## config.mk

```make
export PLATFORM = sky130hd
export DESIGN_NAME = bus_seven_seg_scan_ctrl
export DESIGN_NICKNAME = d
export VERILOG_FILES = /design/src/rtl/bus_seven_seg_scan_ctrl.sv
export SDC_FILE = /design/constraint.sdc
export NUM_CORES = 1
export LEC_CHECK = 0
export ABC_AREA = 1
export BUFFER_PORTS_ARGS = -buffer_cell sky130_fd_sc_hd__buf_2
export CORE_MARGIN = 1.5
export CORE_UTILIZATION = 55
export CTS_BUF_LIST = sky130_fd_sc_hd__clkbuf_4 sky130_fd_sc_hd__clkbuf_8
export DETAILED_ROUTE_END_ITERATION = 10
export GPL_ROUTABILITY_DRIVEN = 0
export PLACE_DENSITY_LB_ADDON = 0.12
export SYNTH_ARGS = -nofsm -noshare
export SYNTH_HDL_FRONTEND = slang
export SYNTH_SLANG_ARGS = --single-unit
export TNS_END_PERCENT = 30
```

## constraint.sdc

```tcl
create_clock -name CLK -period 6.1 [get_ports CLK]
set_input_delay 0.305 -clock CLK [delete_from_list [all_inputs] [get_ports CLK]]
set_output_delay 0.305 -clock CLK [all_outputs]
set_load 0.005 [all_outputs]
```

## src/rtl/bus_seven_seg_scan_ctrl.sv

```systemverilog
// rtl/bus_seven_seg_scan_ctrl.sv - bus-mapped multi-digit seven-segment scan controller
module bus_seven_seg_scan_ctrl #(
    parameter logic [7:0] IO_ADDRESS = 8'hD0,
    parameter int         NUM_DIGITS = 4,
    parameter int         SCAN_DIV   = 100000
) (
    input  logic                  CLK,
    input  logic                  RESET,
    input  logic                  BUS_WE,
    input  logic [7:0]            ADDR,
    input  logic [7:0]            DATA_IN,
    output logic [7:0]            DATA_OUT,
    output logic                  DATA_OUT_VALID,
    output logic [NUM_DIGITS-1:0] SEG_SELECT_OUT,
    output logic [7:0]            HEX_OUT
);

    localparam int         CNT_W       = $clog2(SCAN_DIV);
    localparam int         IDX_W       = (NUM_DIGITS > 1) ? $clog2(NUM_DIGITS) : 1;
    localparam logic [7:0] CTRL_OFFSET = 8'(NUM_DIGITS);
    // Digit register keeps blank, dp and value; bits 6:5 always stored as zero.
    localparam logic [7:0] DIGIT_MASK  = 8'h9F;

    logic [7:0]       digit_reg [NUM_DIGITS];
    logic             ctrl_enable;
    logic [CNT_W-1:0] scan_cnt;
    logic [IDX_W-1:0] scan_idx;

    logic [7:0]       offset;
    logic             in_range;
    logic [7:0]       read_value;
    logic [5:0]       cur_digit;   // {blank, dp, value[3:0]} of the scanned digit
    logic [7:0]       pin_hex;

    // Segment pattern for a hex nibble, active-low {g,f,e,d,c,b,a}.
    function automatic logic [6:0] seg7(input logic [3:0] v);
        case (v)
            4'h0:    seg7 = 7'h40;
            4'h1:    seg7 = 7'h79;
            4'h2:    seg7 = 7'h24;
            4'h3:    seg7 = 7'h30;
            4'h4:    seg7 = 7'h19;
            4'h5:    seg7 = 7'h12;
            4'h6:    seg7 = 7'h02;
            4'h7:    seg7 = 7'h78;
            4'h8:    seg7 = 7'h00;
            4'h9:    seg7 = 7'h10;
            4'hA:    seg7 = 7'h08;
            4'hB:    seg7 = 7'h03;
            4'hC:    seg7 = 7'h46;
            4'hD:    seg7 = 7'h21;
            4'hE:    seg7 = 7'h06;
            default: seg7 = 7'h0E;
        endcase
    endfunction

    // The window is base..base+NUM_DIGITS; the lower-bound test stops wrapped offsets aliasing in.
    assign offset   = ADDR - IO_ADDRESS;
    assign in_range = (ADDR >= IO_ADDRESS) && (offset <= CTRL_OFFSET);

    // Readback mux over digit registers and the control register.
    always_comb begin
        read_value = 8'h00;
        for (int k = 0; k < NUM_DIGITS; k++) begin
            if (offset == 8'(k)) begin
                read_value = digit_reg[k];
            end
        end
        if (offset == CTRL_OFFSET) begin
            read_value = {7'b0, ctrl_enable};
        end
    end

    // Select the digit currently being scanned and decode it for the cathodes.
    always_comb begin
        cur_digit = 6'h00;
        for (int k = 0; k < NUM_DIGITS; k++) begin
            if (scan_idx == IDX_W'(k)) begin
                cur_digit = {digit_reg[k][7], digit_reg[k][4:0]};
            end
        end
        if (!ctrl_enable || cur_digit[5]) begin
            pin_hex = 8'hFF;
        end else begin
            pin_hex = {~cur_digit[4], seg7(cur_digit[3:0])};
        end
    end

    // Register file writes; clear-all wipes every digit on the same edge enable updates.
    always_ff @(posedge CLK or negedge RESET) begin
        if (!RESET) begin
            for (int k = 0; k < NUM_DIGITS; k++) begin
                digit_reg[k] <= 8'h00;
            end
            ctrl_enable <= 1'b1;
        end else if (BUS_WE && in_range) begin
            if (offset == CTRL_OFFSET) begin
                ctrl_enable <= DATA_IN[0];
                if (DATA_IN[1]) begin
                    for (int k = 0; k < NUM_DIGITS; k++) begin
                        digit_reg[k] <= 8'h00;
                    end
                end
            end else begin
                for (int k = 0; k < NUM_DIGITS; k++) begin
                    if (offset == 8'(k)) begin
                        digit_reg[k] <= DATA_IN & DIGIT_MASK;
                    end
                end
            end
        end
    end

    // Registered read port: data only for in-range read cycles, zero otherwise.
    always_ff @(posedge CLK or negedge RESET) begin
        if (!RESET) begin
            DATA_OUT       <= 8'h00;
            DATA_OUT_VALID <= 1'b0;
        end else if (!BUS_WE && in_range) begin
            DATA_OUT       <= read_value;
            DATA_OUT_VALID <= 1'b1;
        end else begin
            DATA_OUT       <= 8'h00;
            DATA_OUT_VALID <= 1'b0;
        end
    end

    // Free-running slot timer and digit index; keeps running while the display is disabled.
    always_ff @(posedge CLK or negedge RESET) begin
        if (!RESET) begin
            scan_cnt <= '0;
            scan_idx <= '0;
        end else if (scan_cnt == CNT_W'(SCAN_DIV - 1)) begin
            scan_cnt <= '0;
            if (scan_idx == IDX_W'(NUM_DIGITS - 1)) begin
                scan_idx <= '0;
            end else begin
                scan_idx <= scan_idx + 1'b1;
            end
        end else begin
            scan_cnt <= scan_cnt + 1'b1;
        end
    end

    // Registered pin drive from the current index and register contents.
    always_ff @(posedge CLK or negedge RESET) begin
        if (!RESET) begin
            SEG_SELECT_OUT <= '1;
            HEX_OUT        <= 8'hFF;
        end else begin
            SEG_SELECT_OUT <= ctrl_enable ? ~(NUM_DIGITS'(1) << scan_idx) : '1;
            HEX_OUT        <= pin_hex;
        end
    end

endmodule

```

==> out/qor.yml, run 1 <==
flip_flop_count_of_the_largest_register_all_copies_and_words_added: 24
drt_wl_total_mm: 7.922
synth_area_leaders: "sky130_fd_sc_hd__dfrtp_1 (34%), sky130_fd_sc_hd__nand2_1 (14%), sky130_fd_sc_hd__dfstp_2 (9.4%)"
cts-resized-gates: 0
cp.arrival_ns: 2.55
finalNonFillerCells: 588
area_grow_syn2layout_pct: 10.74
finClkSkew_ns: 0.009252
floorplan.initialDensity_pct: 57.11
max_slew_margin_pct: 38.64
root_driver: "sky130_fd_sc_hd__clkbuf_8"
ys_types: 31
outcome: "complete, no violations"
synth_most_common_cell: "sky130_fd_sc_hd__nand2_1"
cts_max_level: 3
fp.dieArea_um2: 7129
finalCriticalPeriod_ns: 2.282
timing.critical_path.required_ns: 6.37
drt_pre_antenna_iters: 5
grt_antenna_before_repair: 0
setup_viol: 0
design.portCount: 40
synth_top_flop_cell: "sky130_fd_sc_hd__dfrtp_1"
path_class: "reg2reg"
detail-route-antenna-nets: 0
post-route-drc-count: 0
placed_cells_incl_taps: 572
nets: 536
cts_made_buffers: 9
ys_seq_area_share_pct: 43.67
synthesis.area_per_instance_um2: 7.744
groute.usage.overall_pct: 24.14
largest_net_degree_at_the_start_of_global_routing: 64
placedInstanceArea_um2: 3836
die_width_um: 84.44
route.vias.total: 3137
synth_edf_count: 0
cts.repair_timing.setup_buffer_count: 0
core-area_um2: 6386
slew_violations: 0
clkTransAtPathRegs_ns: 0.07
place_worst_setup_slack_ns: 3.630
total_number_of_placement_rows: 29
floorplan.die.height_um: 84.44
first_global_vias: 2987
first_pass_grt_wire_length_mm: 13.63
power.static_leakage_nw: 2.061
hold_path_class: "in2async"
ctsHoldBuffers: 0
netlist_top_cells_count: "sky130_fd_sc_hd__nand2_1 (138), sky130_fd_sc_hd__inv_1 (56), sky130_fd_sc_hd__nand3_1 (52)"
element_type_at_the_critical_path_start: "register"
critical_path_fanout_max: 10
cap_viol_max_count: 0
port-buffer-count: 35
yosys_register_bits: 63
layout_setup_ws_ns: 3.818
final.hold.worst_slack_ns: 0.1202
timing.critical_path.to_type: "register"
hpwl_mm: 5.689
total_negative_setup_slack_ns: 0
yosys_warns: 0
max_clock_freq_ghz: 0.4382
cts_tree: "built"
max-clock-path-buffers: 2
min_period_over_period_pct: 37.41
max-vdd-ir-drop_mv: 0.1582
synthArstFlopShare_pct: 100.0
syn_area_um2: 3647
route.detailed.vias_per_inst: 5.335
timing_hold_violations_final: 0
yosys.area.top_type: "sky130_fd_sc_hd__dfrtp_1"
insertedDiodeCount: 0
avgRoutedWirePerCell_um: 13.47
timing_worst_slew_pin_value_ns: 0.9195
finished_layout_cell_area_um2: 4039
layout-drive-gt1-share_pct: 20.94
rsz_0062_raised_after_global_routing: "false"
post-synth-top-area-fraction_pct: 34.31
first_iter_violations: 161
numClockSinks: 63
synthesis.instances: 471
clock_latency_ns: 0.34
grt_overflow: 0
cellPowerDensity_nw_per_um2: 204.3
[power breakdown]
| group | switching (mW) | internal (mW) |
|---|---|---|
| Sequential | 0.000412 | 0.419 |
| Combinational | 0.0249 | 0.00781 |
| Clock | 0.169 | 0.204 |
| Total | 0.194 | 0.631 |
[cell usage in the layout (no fill, tap or decap)]
cell                        count
sky130_fd_sc_hd__nand2_1      138
sky130_fd_sc_hd__inv_1         56
sky130_fd_sc_hd__nand3_1       52
sky130_fd_sc_hd__dfrtp_1       50
sky130_fd_sc_hd__nor2_1        41
sky130_fd_sc_hd__buf_2         35
sky130_fd_sc_hd__o21ai_2       18
sky130_fd_sc_hd__dfstp_2       13
sky130_fd_sc_hd__nand2_2       12
sky130_fd_sc_hd__a21oi_1       12
sky130_fd_sc_hd__ha_1          11
sky130_fd_sc_hd__clkbuf_8      10
sky130_fd_sc_hd__o21ai_0        8
sky130_fd_sc_hd__nor3_1         7
sky130_fd_sc_hd__xor2_1         6
sky130_fd_sc_hd__o21ai_1        6
sky130_fd_sc_hd__nand3b_1       5
sky130_fd_sc_hd__nand4_1        5
sky130_fd_sc_hd__nor2_2         4
sky130_fd_sc_hd__nor3_4         3
sky130_fd_sc_hd__inv_2          2
sky130_fd_sc_hd__o211ai_1       2
sky130_fd_sc_hd__conb_1         2
sky130_fd_sc_hd__clkinv_2       2
sky130_fd_sc_hd__clkinv_4       2
sky130_fd_sc_hd__nor2_4         1
sky130_fd_sc_hd__nor4_1         1
sky130_fd_sc_hd__xnor2_1        1
sky130_fd_sc_hd__a21boi_0       1
sky130_fd_sc_hd__a21boi_2       1
sky130_fd_sc_hd__a21oi_4        1
sky130_fd_sc_hd__bufinv_16      1
sky130_fd_sc_hd__clkbuf_4       1
sky130_fd_sc_hd__buf_4          1
[worst paths after layout]
check	from	endpoint	slack, ns	depth (start not counted)
worst max-delay path	scan_idx[0]$_DFFE_PN0N_	HEX_OUT[0]$_DFF_PN1_	3.82	14
worst min-delay path	RESET	DATA_OUT_VALID$_DFF_PN0_	0.12	2
worst max register to register	scan_idx[0]$_DFFE_PN0N_	HEX_OUT[0]$_DFF_PN1_	3.82	14
worst min register to register	scan_cnt[0]$_DFF_PN0_	scan_cnt[0]$_DFF_PN0_	0.46	1
max in group asynchronous	RESET	digit_reg[10]$_DFFE_PN0P_	5.46	2
min in group CLK	BUS_WE	DATA_OUT_VALID$_DFF_PN0_	0.14	2
[cell type report]
cell class                      instances  area (um^2)
Clock buffer                           11        145.1
Clock inverter                          5        57.56
Fill cell                             590         2347
Inverter                               58        217.7
Multi-Input combinational cell        338         1747
Sequential cell                        63         1593
Tap cell                               77        96.34
Timing Repair Buffer                   36        182.7
[metal layers]
layer  GRT usage (%)  vias to the layer above  wire length [um]
met2           36.65                       84              3669
li1                -                     1563                 -
met3           5.408                       20               402
met5               0                        -                 0
met4           9.677                        0               180
met1           33.82                     1470              3670
[kinds of logic after synthesis]
| logic type | share of synthesized area [%] |
|---|---|
| flops | 43.67 |
| simple gates | 32.97 |
| compound gates | 9.263 |
| xor+xnor | 1.681 |
| other cells | 0.1028 |
| buf+inv | 8.542 |
| fa+ha+maj | 3.774 |
[through the flow]
step | util (%) | power [mW]
final | 63.24 | 0.8252
after global placement | 60.07 | 0.4592
after global routing | 63.24 | 0.8543
after floorplan | - | 0.4420
after detailed placement | 60.07 | 0.4599
after CTS | 63.24 | 0.8301
[worst max-delay path, cell delays in order (launching register included)]
cell	delay [ns]
sky130_fd_sc_hd__dfrtp_1	0.41
sky130_fd_sc_hd__inv_1	0.12
sky130_fd_sc_hd__ha_1	0.38
sky130_fd_sc_hd__inv_1	0.18
sky130_fd_sc_hd__nand3_1	0.14
sky130_fd_sc_hd__nand2_1	0.06
sky130_fd_sc_hd__nand2_1	0.18
sky130_fd_sc_hd__inv_1	0.12
sky130_fd_sc_hd__ha_1	0.22
sky130_fd_sc_hd__inv_1	0.08
sky130_fd_sc_hd__nand3_1	0.11
sky130_fd_sc_hd__nand2_1	0.07
sky130_fd_sc_hd__nand2_1	0.05
sky130_fd_sc_hd__nand2_1	0.05
sky130_fd_sc_hd__nand2_1	0.05
(Power assumes the default switching activity.)
==> inputs of run 2 (changes only) <==
ABC_AREA = 0   (was 1)
CORE_UTILIZATION = 54   (was 55)
clock period = 2.04 ns   (was 6.1 ns; I/O delays follow)
==> out/qor.yml, run 2 <==
max_clock_freq_ghz: 0.4933  # +13%
p_seq_share_pct: 46.6  # -4.2 points
drt_wl_total_mm: 6.679  # -16%
synth_top_flop_cell: "sky130_fd_sc_hd__dfrtp_1"
route.vias.total: 2441  # -22%
max-vdd-ir-drop_mv: 0.5231  # +230%
synthArstFlopShare_pct: 100.0  # unchanged
first_global_vias: 2386  # -20%
grt_antenna_before_repair: 0  # unchanged
internal_power_consumption_mw: 2.211  # +250%
critical_path_fanout_max: 5  # -5
flip_flop_count_of_the_largest_register_all_copies_and_words_added: 24  # unchanged
timing_hold_violations_final: 0  # unchanged
max-clock-path-buffers: 2  # unchanged
core-area_um2: 5851  # -8.4%
cellPowerDensity_nw_per_um2: 714.3  # +250%
max_slew_margin_pct: 59.20  # +21 points
drt_pre_antenna_iters: 4  # -1
first_iter_violations: 86  # -47%
largest_net_degree_at_the_start_of_global_routing: 34  # -47%
finished_layout_cell_area_um2: 3988  # -1.3%
clkTransAtPathRegs_ns: 0.07  # about the same
area_grow_syn2layout_pct: 23.10
nets: 387  # -28%
total_power_mw: 2.848  # +250%
ys_seq_area_share_pct: 49.17  # +5.5 points
clockPowerShare_pct: 44.8  # -0.5 points
placedInstanceArea_um2: 3729  # -2.8%
yosys_warns: 0  # unchanged
netlist_top_cells_count: "sky130_fd_sc_hd__dfrtp_1 (50), sky130_fd_sc_hd__mux2_2 (30), sky130_fd_sc_hd__nand2_1 (30)"
route.detailed.vias_per_inst: 5.586  # +4.7%
ys_types: 54  # +74%
cts_max_level: 3  # unchanged
rsz_0062_raised_after_global_routing: "true"
design.portCount: 40  # unchanged
min_period_over_period_pct: 99.36  # +62 points
layout-drive-gt1-share_pct: 38.67  # +18 points
cp.arrival_ns: 2.29  # -0.26 ns
path_class: "reg2reg"
element_type_at_the_critical_path_start: "register"
cts.repair_timing.setup_buffer_count: 0  # unchanged
port-buffer-count: 35  # unchanged
floorplan.die.height_um: 80.45  # -4.7%
yosys.area.top_type: "sky130_fd_sc_hd__dfrtp_1"
total_number_of_placement_rows: 28  # -3.4%
post-synth-top-area-fraction_pct: 38.62  # +4.3 points
first_pass_grt_wire_length_mm: 11.37  # -17%
insertedDiodeCount: 0  # unchanged
finClkSkew_ns: 0.01015  # +0.0008970 ns
netSwitchingFraction_pct: 22.37  # -1.2 points
cts_tree: "built"
final.hold.worst_slack_ns: 0.01703  # -0.1032 ns
outcome: "complete, no violations"
fp.dieArea_um2: 6472  # -9.2%
yosys_register_bits: 63  # unchanged
synth_edf_count: 0  # unchanged
setup_viol: 0  # unchanged
synth_area_leaders: "sky130_fd_sc_hd__dfrtp_1 (39%), sky130_fd_sc_hd__dfstp_2 (11%), sky130_fd_sc_hd__mux2_2 (10%)"
grt_overflow: 0  # unchanged
total_negative_setup_slack_ns: 0  # unchanged
syn_area_um2: 3239  # -11%
hold_path_class: "in2reg"
root_driver: "sky130_fd_sc_hd__clkbuf_8"
synthesis.instances: 301  # -36%
post-route-drc-count: 0  # unchanged
timing.critical_path.to_type: "register"
detail-route-antenna-nets: 0  # unchanged
layout_common_cells: "sky130_fd_sc_hd__dfrtp_1 (48), sky130_fd_sc_hd__buf_2 (35), sky130_fd_sc_hd__mux2_2 (30)"
numClockSinks: 63  # unchanged
finalCriticalPeriod_ns: 2.027  # -0.2553 ns
timing.critical_path.required_ns: 2.31  # -4.06 ns
final_common_cell: "sky130_fd_sc_hd__dfrtp_1"
groute.usage.overall_pct: 23.64  # -0.50 points
clock_latency_ns: 0.34  # about the same
cts_made_buffers: 9  # unchanged
power.combinational.fraction_pct: 8.6  # +4.6 points
p_sw_mw: 0.6371  # +230%
cap_viol_max_count: 0  # unchanged
synthesis.area_per_instance_um2: 10.76  # +39%
die_width_um: 80.45  # -4.7%
timing_worst_slew_pin_value_ns: 0.6064  # -0.3131 ns
synth_most_common_cell: "sky130_fd_sc_hd__dfrtp_1"
slew_violations: 0  # unchanged
hpwl_mm: 4.771  # -16%
power.static_leakage_nw: 1.724  # -16%
floorplan.initialDensity_pct: 55.37  # -1.7 points
avgRoutedWirePerCell_um: 15.28  # +13%
-- run 2: changes by cell type after synthesis, moves of 9 or more --
| cell | previous run | this run |
|---|---|---|
| sky130_fd_sc_hd__nand2_1 | 138 | 30 |
| sky130_fd_sc_hd__inv_1 | 56 | 11 |
| sky130_fd_sc_hd__nand3_1 | 52 | 9 |
| sky130_fd_sc_hd__mux2_2 | 0 | 30 |
| sky130_fd_sc_hd__o21ai_2 | 18 | 0 |
| sky130_fd_sc_hd__nor2_1 | 41 | 27 |
| sky130_fd_sc_hd__nand2_2 | 12 | 1 |
| sky130_fd_sc_hd__nor2b_1 | 0 | 10 |
| sky130_fd_sc_hd__xnor2_1 | 1 | 10 |
-- run 2: path summary, 6_finish.rpt --
kind	startpoint	endpoint	slack [ns]	cells past startpoint
max	scan_idx[0]$_DFFE_PN0N_	HEX_OUT[0]$_DFF_PN1_	0.01	10
min	DATA_IN[0]	ctrl_enable$_DFFE_PN1P_	0.02	2
max reg2reg	scan_idx[0]$_DFFE_PN0N_	HEX_OUT[0]$_DFF_PN1_	0.01	10
min reg2reg	scan_cnt[0]$_DFF_PN0_	scan_cnt[0]$_DFF_PN0_	0.49	1
max in group asynchronous	RESET	HEX_OUT[1]$_DFF_PN1_	1.23	3
min in group asynchronous	RESET	digit_reg[26]$_DFFE_PN0P_	0.21	2
-- run 2: timing repair --
action / CTS / global route
endpoints found under the setup margin: 5 / 7
gates cloned: 0 / 0
pin swaps: 1 / 1
endpoints found under the hold margin: 43 / 0
resized for setup: 3 / 3
hold buffers: 1 / 0
-- run 2: power groups by stage --
stage	sequential [mW]	combinational [mW]	clock (mW)
detailed placement	1.35	0.244	0
global route	1.33	0.278	1.35
floorplan	1.34	0.152	0
finish	1.33	0.245	1.28
global placement	1.35	0.240	0
CTS	1.33	0.247	1.30
-- run 2: final cells by class --
cell class | count | area [um^2]
fillers | 478 | 1863
multi-input cells | 216 | 1669
flip-flops and latches | 63 | 1595
repair buffers | 56 | 347.8
clock buffers | 13 | 172.7
well taps | 75 | 93.84
clock inverters | 3 | 65.06
inverters | 11 | 43.79
-- run 2: cells by family after synthesis --
family / count (synthesis) / synth area share, %
flops: 63 / 49.17
mux: 33 / 11.36
fa+ha+maj: 11 / 4.249
compound gates: 43 / 9.618
xor+xnor: 15 / 4.055
other cells: 1 / 0.1158
simple gates: 112 / 18.23
buf+inv: 23 / 3.206
-- run 2: stage by stage --
stage / setup WS [ns] / util (%) / std cells
final: 0.01298 / 68.16 / 437
after global routing: -0.1319 / 68.16 / 437
after CTS: 0.01036 / 68.07 / 437
after detailed placement: -0.03094 / 63.73 / 420
after global placement: 0.008116 / 63.73 / 420
after floorplan: -0.08304 / - / 302
-- run 2: worst max-delay path, stage by stage (launching register included) --
cell and delay (ns):
sky130_fd_sc_hd__dfrtp_2 0.47, sky130_fd_sc_hd__inv_4 0.10, sky130_fd_sc_hd__ha_4 0.16, sky130_fd_sc_hd__nand2_2 0.05
sky130_fd_sc_hd__o211a_1 0.23, sky130_fd_sc_hd__a221oi_4 0.21, sky130_fd_sc_hd__inv_2 0.11, sky130_fd_sc_hd__ha_4 0.17
sky130_fd_sc_hd__or3_1 0.30, sky130_fd_sc_hd__o31ai_1 0.07, sky130_fd_sc_hd__o21ai_1 0.09
-- run 2: routing by layer --
metal	share of wire, %	GRT usage (%)	vias up
li1	-	-	1170
met5	0	0	-
met3	3.9	5.909	11
met2	47	36.72	59
met4	1.6	8.103	0
met1	47	32.10	1201
